**config.mk**
```make
export PLATFORM = sky130hd
export DESIGN_NAME = lcd_frame_reader
export DESIGN_NICKNAME = d
export VERILOG_FILES = /design/src/rtl/lcd_pkg.sv /design/src/rtl/lcd_word_fifo.sv /design/src/rtl/lcd_frame_reader.sv
export SDC_FILE = /design/constraint.sdc
export NUM_CORES = 1
export LEC_CHECK = 0
export ABC_AREA = 1
export BUFFER_PORTS_ARGS = -buffer_cell sky130_fd_sc_hd__buf_4
export CAP_MARGIN = 25
export CORE_AREA = 2 2 125 127
export CTS_CLUSTER_DIAMETER = 50
export DETAILED_ROUTE_END_ITERATION = 8
export DIE_AREA = 0 0 127 129
export HOLD_SLACK_MARGIN = 0.15
export PLACE_DENSITY = 0.89
export REMOVE_ABC_BUFFERS = 1
export SYNTH_ARGS = -nofsm -noshare
export SYNTH_HDL_FRONTEND = slang
export SYNTH_HIERARCHICAL = 1
export SYNTH_SLANG_ARGS = --single-unit
```
**constraint.sdc**
```tcl
create_clock -name clk -period 4.3 [get_ports clk]
set_input_delay 1.29 -clock clk [delete_from_list [all_inputs] [get_ports clk]]
set_output_delay 1.29 -clock clk [all_outputs]
set_load 0.02 [all_outputs]
```
**src/rtl/lcd_pkg.sv**
```systemverilog
// Shared constants, FSM state type and pixel payload for the LCD frame reader.
// Optional build macro LCD_FRAME_READER_SWAP_HALVES_EN is consumed by lcd_frame_reader.
package lcd_pkg;

    localparam int unsigned ADDR_W = 10;
    localparam int unsigned PIX_W  = 16;

    typedef enum logic [1:0] {
        IDLE  = 2'd0,
        RUN   = 2'd1,
        DRAIN = 2'd2
    } state_t;

    typedef struct packed {
        logic [4:0] red;
        logic [5:0] green;
        logic [4:0] blue;
    } rgb565_t;

    // Select one 16-bit pixel out of a packed 32-bit memory word.
    function automatic rgb565_t word_half(input logic [2*PIX_W-1:0] word, input logic upper);
        return upper ? rgb565_t'(word[2*PIX_W-1:PIX_W]) : rgb565_t'(word[PIX_W-1:0]);
    endfunction

endpackage

```
**src/rtl/lcd_word_fifo.sv**
```systemverilog
// Synchronous first-word-fall-through FIFO holding fetched memory words.
module lcd_word_fifo #(
    parameter int unsigned DEPTH = 4,
    parameter int unsigned WIDTH = 32
) (
    input  logic                     clk,
    input  logic                     reset,
    input  logic                     push,
    input  logic [WIDTH-1:0]         push_data,
    input  logic                     pop,
    output logic [WIDTH-1:0]         pop_data,
    output logic [$clog2(DEPTH):0]   count,
    output logic                     empty
);

    localparam int unsigned PTR_W = $clog2(DEPTH);
    localparam int unsigned CNT_W = PTR_W + 1;

    logic [WIDTH-1:0] mem_q [DEPTH];
    logic [PTR_W-1:0] wr_ptr_q;
    logic [PTR_W-1:0] rd_ptr_q;
    logic [CNT_W-1:0] count_q;
    logic [CNT_W-1:0] count_d;
    logic             empty_q;
    logic             do_pop;

    assign do_pop   = pop && !empty_q;
    assign pop_data = mem_q[rd_ptr_q];
    assign count    = count_q;
    assign empty    = empty_q;

    // Occupancy after this cycle's push/pop.
    always_comb begin
        count_d = count_q + CNT_W'(push) - CNT_W'(do_pop);
    end

    // Storage, pointers and occupancy flags.
    always_ff @(posedge clk) begin
        if (reset) begin
            wr_ptr_q <= '0;
            rd_ptr_q <= '0;
            count_q  <= '0;
            empty_q  <= 1'b1;
            for (int i = 0; i < DEPTH; i++) begin
                mem_q[i] <= '0;
            end
        end else begin
            if (push) begin
                mem_q[wr_ptr_q] <= push_data;
                wr_ptr_q        <= wr_ptr_q + PTR_W'(1);
            end
            if (do_pop) begin
                rd_ptr_q <= rd_ptr_q + PTR_W'(1);
            end
            count_q <= count_d;
            empty_q <= (count_d == '0);
        end
    end

    // A push into a full FIFO means the upstream credit accounting is broken.
    always_ff @(posedge clk) begin
        if (!reset && push && !do_pop) begin
            assert (count_q < CNT_W'(DEPTH));
        end
    end

endmodule

```
**src/rtl/lcd_frame_reader.sv**
```systemverilog
// Reads a run of 32-bit words from data memory and streams them as RGB565 pixels.
// Build macro LCD_FRAME_READER_SWAP_HALVES_EN: emit word[31:16] before word[15:0].
module lcd_frame_reader #(
    parameter int unsigned ADDR_W     = lcd_pkg::ADDR_W,
    parameter int unsigned FIFO_DEPTH = 4,
    parameter int unsigned CNT_W      = 11
) (
    input  logic                      clk,
    input  logic                      reset,
    input  logic                      start,
    input  logic [ADDR_W-1:0]         base_addr,
    input  logic [CNT_W-1:0]          word_count,
    output logic                      busy,
    output logic                      done,
    output logic [ADDR_W-1:0]         mem_address,
    output logic                      mem_chipselect,
    output logic                      mem_write,
    output logic [3:0]                mem_byteenable,
    input  logic [31:0]               mem_readdata,
    output logic [lcd_pkg::PIX_W-1:0] pix_data,
    output logic                      pix_valid,
    input  logic                      pix_ready,
    output logic                      pix_last
);

    import lcd_pkg::*;

    localparam int unsigned FC_W = $clog2(FIFO_DEPTH) + 1;
    localparam int unsigned PC_W = CNT_W + 1;

    state_t            state_q;
    state_t            state_d;
    logic [CNT_W-1:0]  issue_left_q;
    logic [CNT_W-1:0]  issue_left_d;
    logic [PC_W-1:0]   pix_left_q;
    logic [ADDR_W-1:0] addr_q;
    logic              cs_q;
    logic              cs_d;
    logic              inflight_q;
    logic              half_q;
    logic              done_q;
    logic              done_d;
    logic              busy_q;

    logic [31:0]       fifo_word;
    logic [FC_W-1:0]   fifo_count;
    logic [FC_W-1:0]   fifo_count_d;
    logic              fifo_empty;
    logic              fifo_pop;
    logic              handshake;
    logic              last_hs;
    logic              start_ok;
    logic              upper_sel;
    rgb565_t           pix_word;

    lcd_word_fifo #(
        .DEPTH (FIFO_DEPTH),
        .WIDTH (32)
    ) u_fifo (
        .clk       (clk),
        .reset     (reset),
        .push      (inflight_q),
        .push_data (mem_readdata),
        .pop       (fifo_pop),
        .pop_data  (fifo_word),
        .count     (fifo_count),
        .empty     (fifo_empty)
    );

    assign pix_valid = !fifo_empty;
    assign handshake = pix_valid && pix_ready;
    assign fifo_pop  = handshake && half_q;
    assign last_hs   = handshake && (pix_left_q == PC_W'(1));
    assign start_ok  = (state_q == IDLE) && start;

`ifdef LCD_FRAME_READER_SWAP_HALVES_EN
    assign upper_sel = ~half_q;
`else
    assign upper_sel = half_q;
`endif

    assign pix_word       = word_half(fifo_word, upper_sel);
    assign pix_data       = pix_word;
    assign pix_last       = pix_valid && (pix_left_q == PC_W'(1));
    assign busy           = busy_q;
    assign done           = done_q;
    assign mem_address    = addr_q;
    assign mem_chipselect = cs_q;
    assign mem_write      = 1'b0;
    assign mem_byteenable = 4'b1111;

    // Next state, issue credit and done decision; chipselect is precomputed one cycle ahead.
    always_comb begin
        state_d      = state_q;
        issue_left_d = issue_left_q - CNT_W'(cs_q);
        done_d       = 1'b0;
        case (state_q)
            IDLE: begin
                if (start) begin
                    if (word_count != '0) begin
                        state_d      = RUN;
                        issue_left_d = word_count;
                    end else begin
                        done_d = 1'b1;
                    end
                end
            end
            RUN: begin
                if (issue_left_d == '0) begin
                    state_d = DRAIN;
                end
            end
            DRAIN: begin
                if (last_hs) begin
                    state_d = IDLE;
                    done_d  = 1'b1;
                end
            end
            default: state_d = IDLE;
        endcase
        fifo_count_d = fifo_count + FC_W'(inflight_q) - FC_W'(fifo_pop);
        cs_d = (state_d == RUN) && (issue_left_d != '0) &&
               ((fifo_count_d + FC_W'(cs_q)) < FC_W'(FIFO_DEPTH));
    end

    // FSM, read-issue and pixel bookkeeping registers.
    always_ff @(posedge clk) begin
        if (reset) begin
            state_q      <= IDLE;
            issue_left_q <= '0;
            pix_left_q   <= '0;
            addr_q       <= '0;
            cs_q         <= 1'b0;
            inflight_q   <= 1'b0;
            half_q       <= 1'b0;
            done_q       <= 1'b0;
            busy_q       <= 1'b0;
        end else begin
            state_q      <= state_d;
            issue_left_q <= issue_left_d;
            cs_q         <= cs_d;
            inflight_q   <= cs_q;
            done_q       <= done_d;
            busy_q       <= (state_d != IDLE);
            if (start_ok) begin
                addr_q <= base_addr;
            end else if (cs_q) begin
                addr_q <= addr_q + ADDR_W'(1);
            end
            if (start_ok) begin
                pix_left_q <= {word_count, 1'b0};
                half_q     <= 1'b0;
            end else if (handshake) begin
                pix_left_q <= pix_left_q - PC_W'(1);
                half_q     <= ~half_q;
            end
        end
    end

endmodule

```
==> out/qor.csv <==
metric,value,unit
timing.rr.end,u_fifo/empty,
netlist.area_leader.share,0.444,
grt.busiest_layer,met2,
start_kind,register,
yosysSeqAreaShare,0.559,
grt_util_met3,0.0462,
rr_worst_depth,13,
fin_tns_setup,0,ps
fin_worst_skew,6.38,ps
sw_frac_of_total,0.277,
clkLatencyLatePin,430,ps
finalHoldViolCount,0,
layout-drive-gt1-share,0.144,
slew_viol_final,0,
dpl.cell_count,1244,
fin_crit_sh,0.824,
drv_cap,0,
drc_errors,0,
ys_ff_latch,178,
core,0.0150,mm2
grt_pass1_vias,6780,
min-delay-path-class,register to register,
cts_buffers,17,
synth_top_cell_by_area,edfxtp_1,
die_area,0.0164,mm2
drt_iter0_markers,854,
cts_sinks,178,
cts_root_buf,clkbuf_16,
arrival,2250,ps
ys.flop_type,edfxtp_1,
met2_usage,0.457,
p_int,3.04,mW
setup_viol,0,
ant_nets,0,
p_per_area,420,mW/mm2
initial_core_util,0.578,
syn_to_final_growth,15.5,%
setup.worst_path.end,pix_data[9],
yosysUniqueCellTypes,43,
htreeDepth,4,
vias,7113,
crit_path_end_kind,output port,
path_clk_slew,70,ps
synth_area_leaders,"edfxtp_1, dfxtp_1, nor2_1",
grtUsageTotal,0.255,
antenna_found_initial,0,
fin_cells,1277,
p_sw,1.17,mW
cts_tree,built,
diodes,0,
reg2reg_from,half_q,
p_leak,4.60,nW
pwr-share-comb,0.141,
use_met1,0.311,
synth_edf_count,128,
wire_per_inst,16.1,um
grt_pass1_wl,32600,um
rsz0062_at_grt,false,
syn_area,0.00866,mm2
fmax,282,MHz
criticalPathCategory,register to output port,
pwr-share-seq,0.478,
path_max_fanout,33,
synth-async-reset-ratio,0,
clkPwrFrac,0.381,
worst_pin_slew,828,ps
status,"complete, no violations",
syn_area_per_cell,8.61,um2
clockBufferDepth,2,
power,4.21,mW
min_period,3540,ps
cts_resized,0,
firstDrtPassIters,7,
timing.slew.headroom,0.446,
yosysWarnings,6,
cp.required,3010,ps
fin_util,0.668,
cts_hold_buffers,0,
dieHeight,129,um
nNetsFinal,1144,
hpwl,13000,um
std_cell_rows,45,
whs,485,ps
io_pins,93,
routed_wl,20600,um
rrSetupSlack,1390,ps
max-vdd-ir-drop,0.000313,V
globalplace.congestion,0.828,
io_buffers,87,
gr-total-overflow,0,
grt_max_degree,65,
hp-start,mem_address[8],
viasPerCell,5.57,
cts_setup_buffers,0,
dieWidth,127,um
synth_cells,1006,
[worst max-delay path, cell delays in order (launching register included)]
cell and delay [ps]:
dfxtp_1 300, buf_4 230, inv_1 280, buf_4 320
o21ai_0 130, o22ai_1 190, nand2_1 100, nand2_1 120
buf_4 150
[cell families after synthesis]
| kind of cell | synth area share |
|---|---|
| fa+ha+maj | 0.0168 |
| flops | 0.559 |
| other cells | 0.000867 |
| buf+inv | 0.0958 |
| xor+xnor | 0.0121 |
| simple gates | 0.210 |
| compound gates | 0.105 |
[power groups by stage]
stage               Sequential, mW  Clock [mW]  Combinational (mW)
floorplan                     2.05           0               0.362
global placement              2.04           0               0.563
detailed placement            2.05           0               0.584
CTS                           2.01        1.61               0.590
global route                  2.02        1.68               0.657
finish                        2.01        1.60               0.594
[placed cells by master, fill, tap and decap left out, drive strengths merged, types with 2 or more instances in the layout]
| cell | instances |
|---|---|
| dfxtp | 50 |
| buf | 96 |
| nand4 | 4 |
| edfxtp | 128 |
| xnor2 | 4 |
| ha | 10 |
| clkbuf | 17 |
| clkinv | 3 |
| bufinv | 2 |
| xor2 | 8 |
| nor2 | 225 |
| a31oi | 10 |
| o21ai | 87 |
| nor3 | 8 |
| o21bai | 2 |
| a211oi | 2 |
| nand3 | 20 |
| nor4 | 2 |
| nand2 | 180 |
| inv | 156 |
| o22ai | 34 |
| conb | 5 |
| a21oi | 28 |
| nand3b | 2 |
[Yosys cell counts (all sizes together) (4+ instances only)]
cell type	instances
nor3	8
buf	33
edfxtp	128
nand4	4
o22ai	34
nand2	180
dfxtp	50
nand3	20
o21ai	87
ha	10
xnor2	4
inv	145
xor2	8
nor2	225
clkbuf	15
a31oi	10
a21oi	28
[layout make-up]
class                      count  area [um2]
fill                        1135        4970
clock inverter                15         179
multi-input combinational    637        3020
tap                          188         235
timing repair buffer          96         753
clock buffer                  17         425
inverter                     146         548
sequential                   178        4850
[layer usage]
layer | wire length [um] | part of all wire | up-vias
met5 | 0 | 0 | -
met4 | 368 | 0.018 | 0
li1 | - | - | 3390
met3 | 1580 | 0.077 | 38
met2 | 10700 | 0.52 | 369
met1 | 7990 | 0.39 | 3316
[through the flow]
step	setup slack, ps	instance area [um2]
3_3_place_gp	1120	9360
3_5_place_dp	1060	9380
4_1_cts	667	9990
6_report	757	10000
2_1_floorplan	640	8390
5_1_grt	607	10000
[how the worst min path moves through the flow]
stage / endpoint / slack [ps] / cells past startpoint
after detailed placement: mem_address[8] / 480 / 2
final: mem_address[8] / 490 / 2
after CTS: mem_address[8] / 490 / 2
after global routing: mem_address[8] / 530 / 2
after floorplan: pix_left_q[3] / 460 / 2
after global placement: mem_address[8] / 480 / 2
[state kept, by name (all words and copies together), names as in the netlist, named ones only]
register,count
busy,1
done,1
half_q,1
inflight_q,1
issue_left_q,11
mem_address,10
mem_chipselect,1
pix_left_q,12
state_q,2
u_fifo/count,3
u_fifo/empty,1
u_fifo/mem_q,128
u_fifo/rd_ptr_q,2
u_fifo/wr_ptr_q,2
No activity file was read; power rests on OpenSTA's default activity.
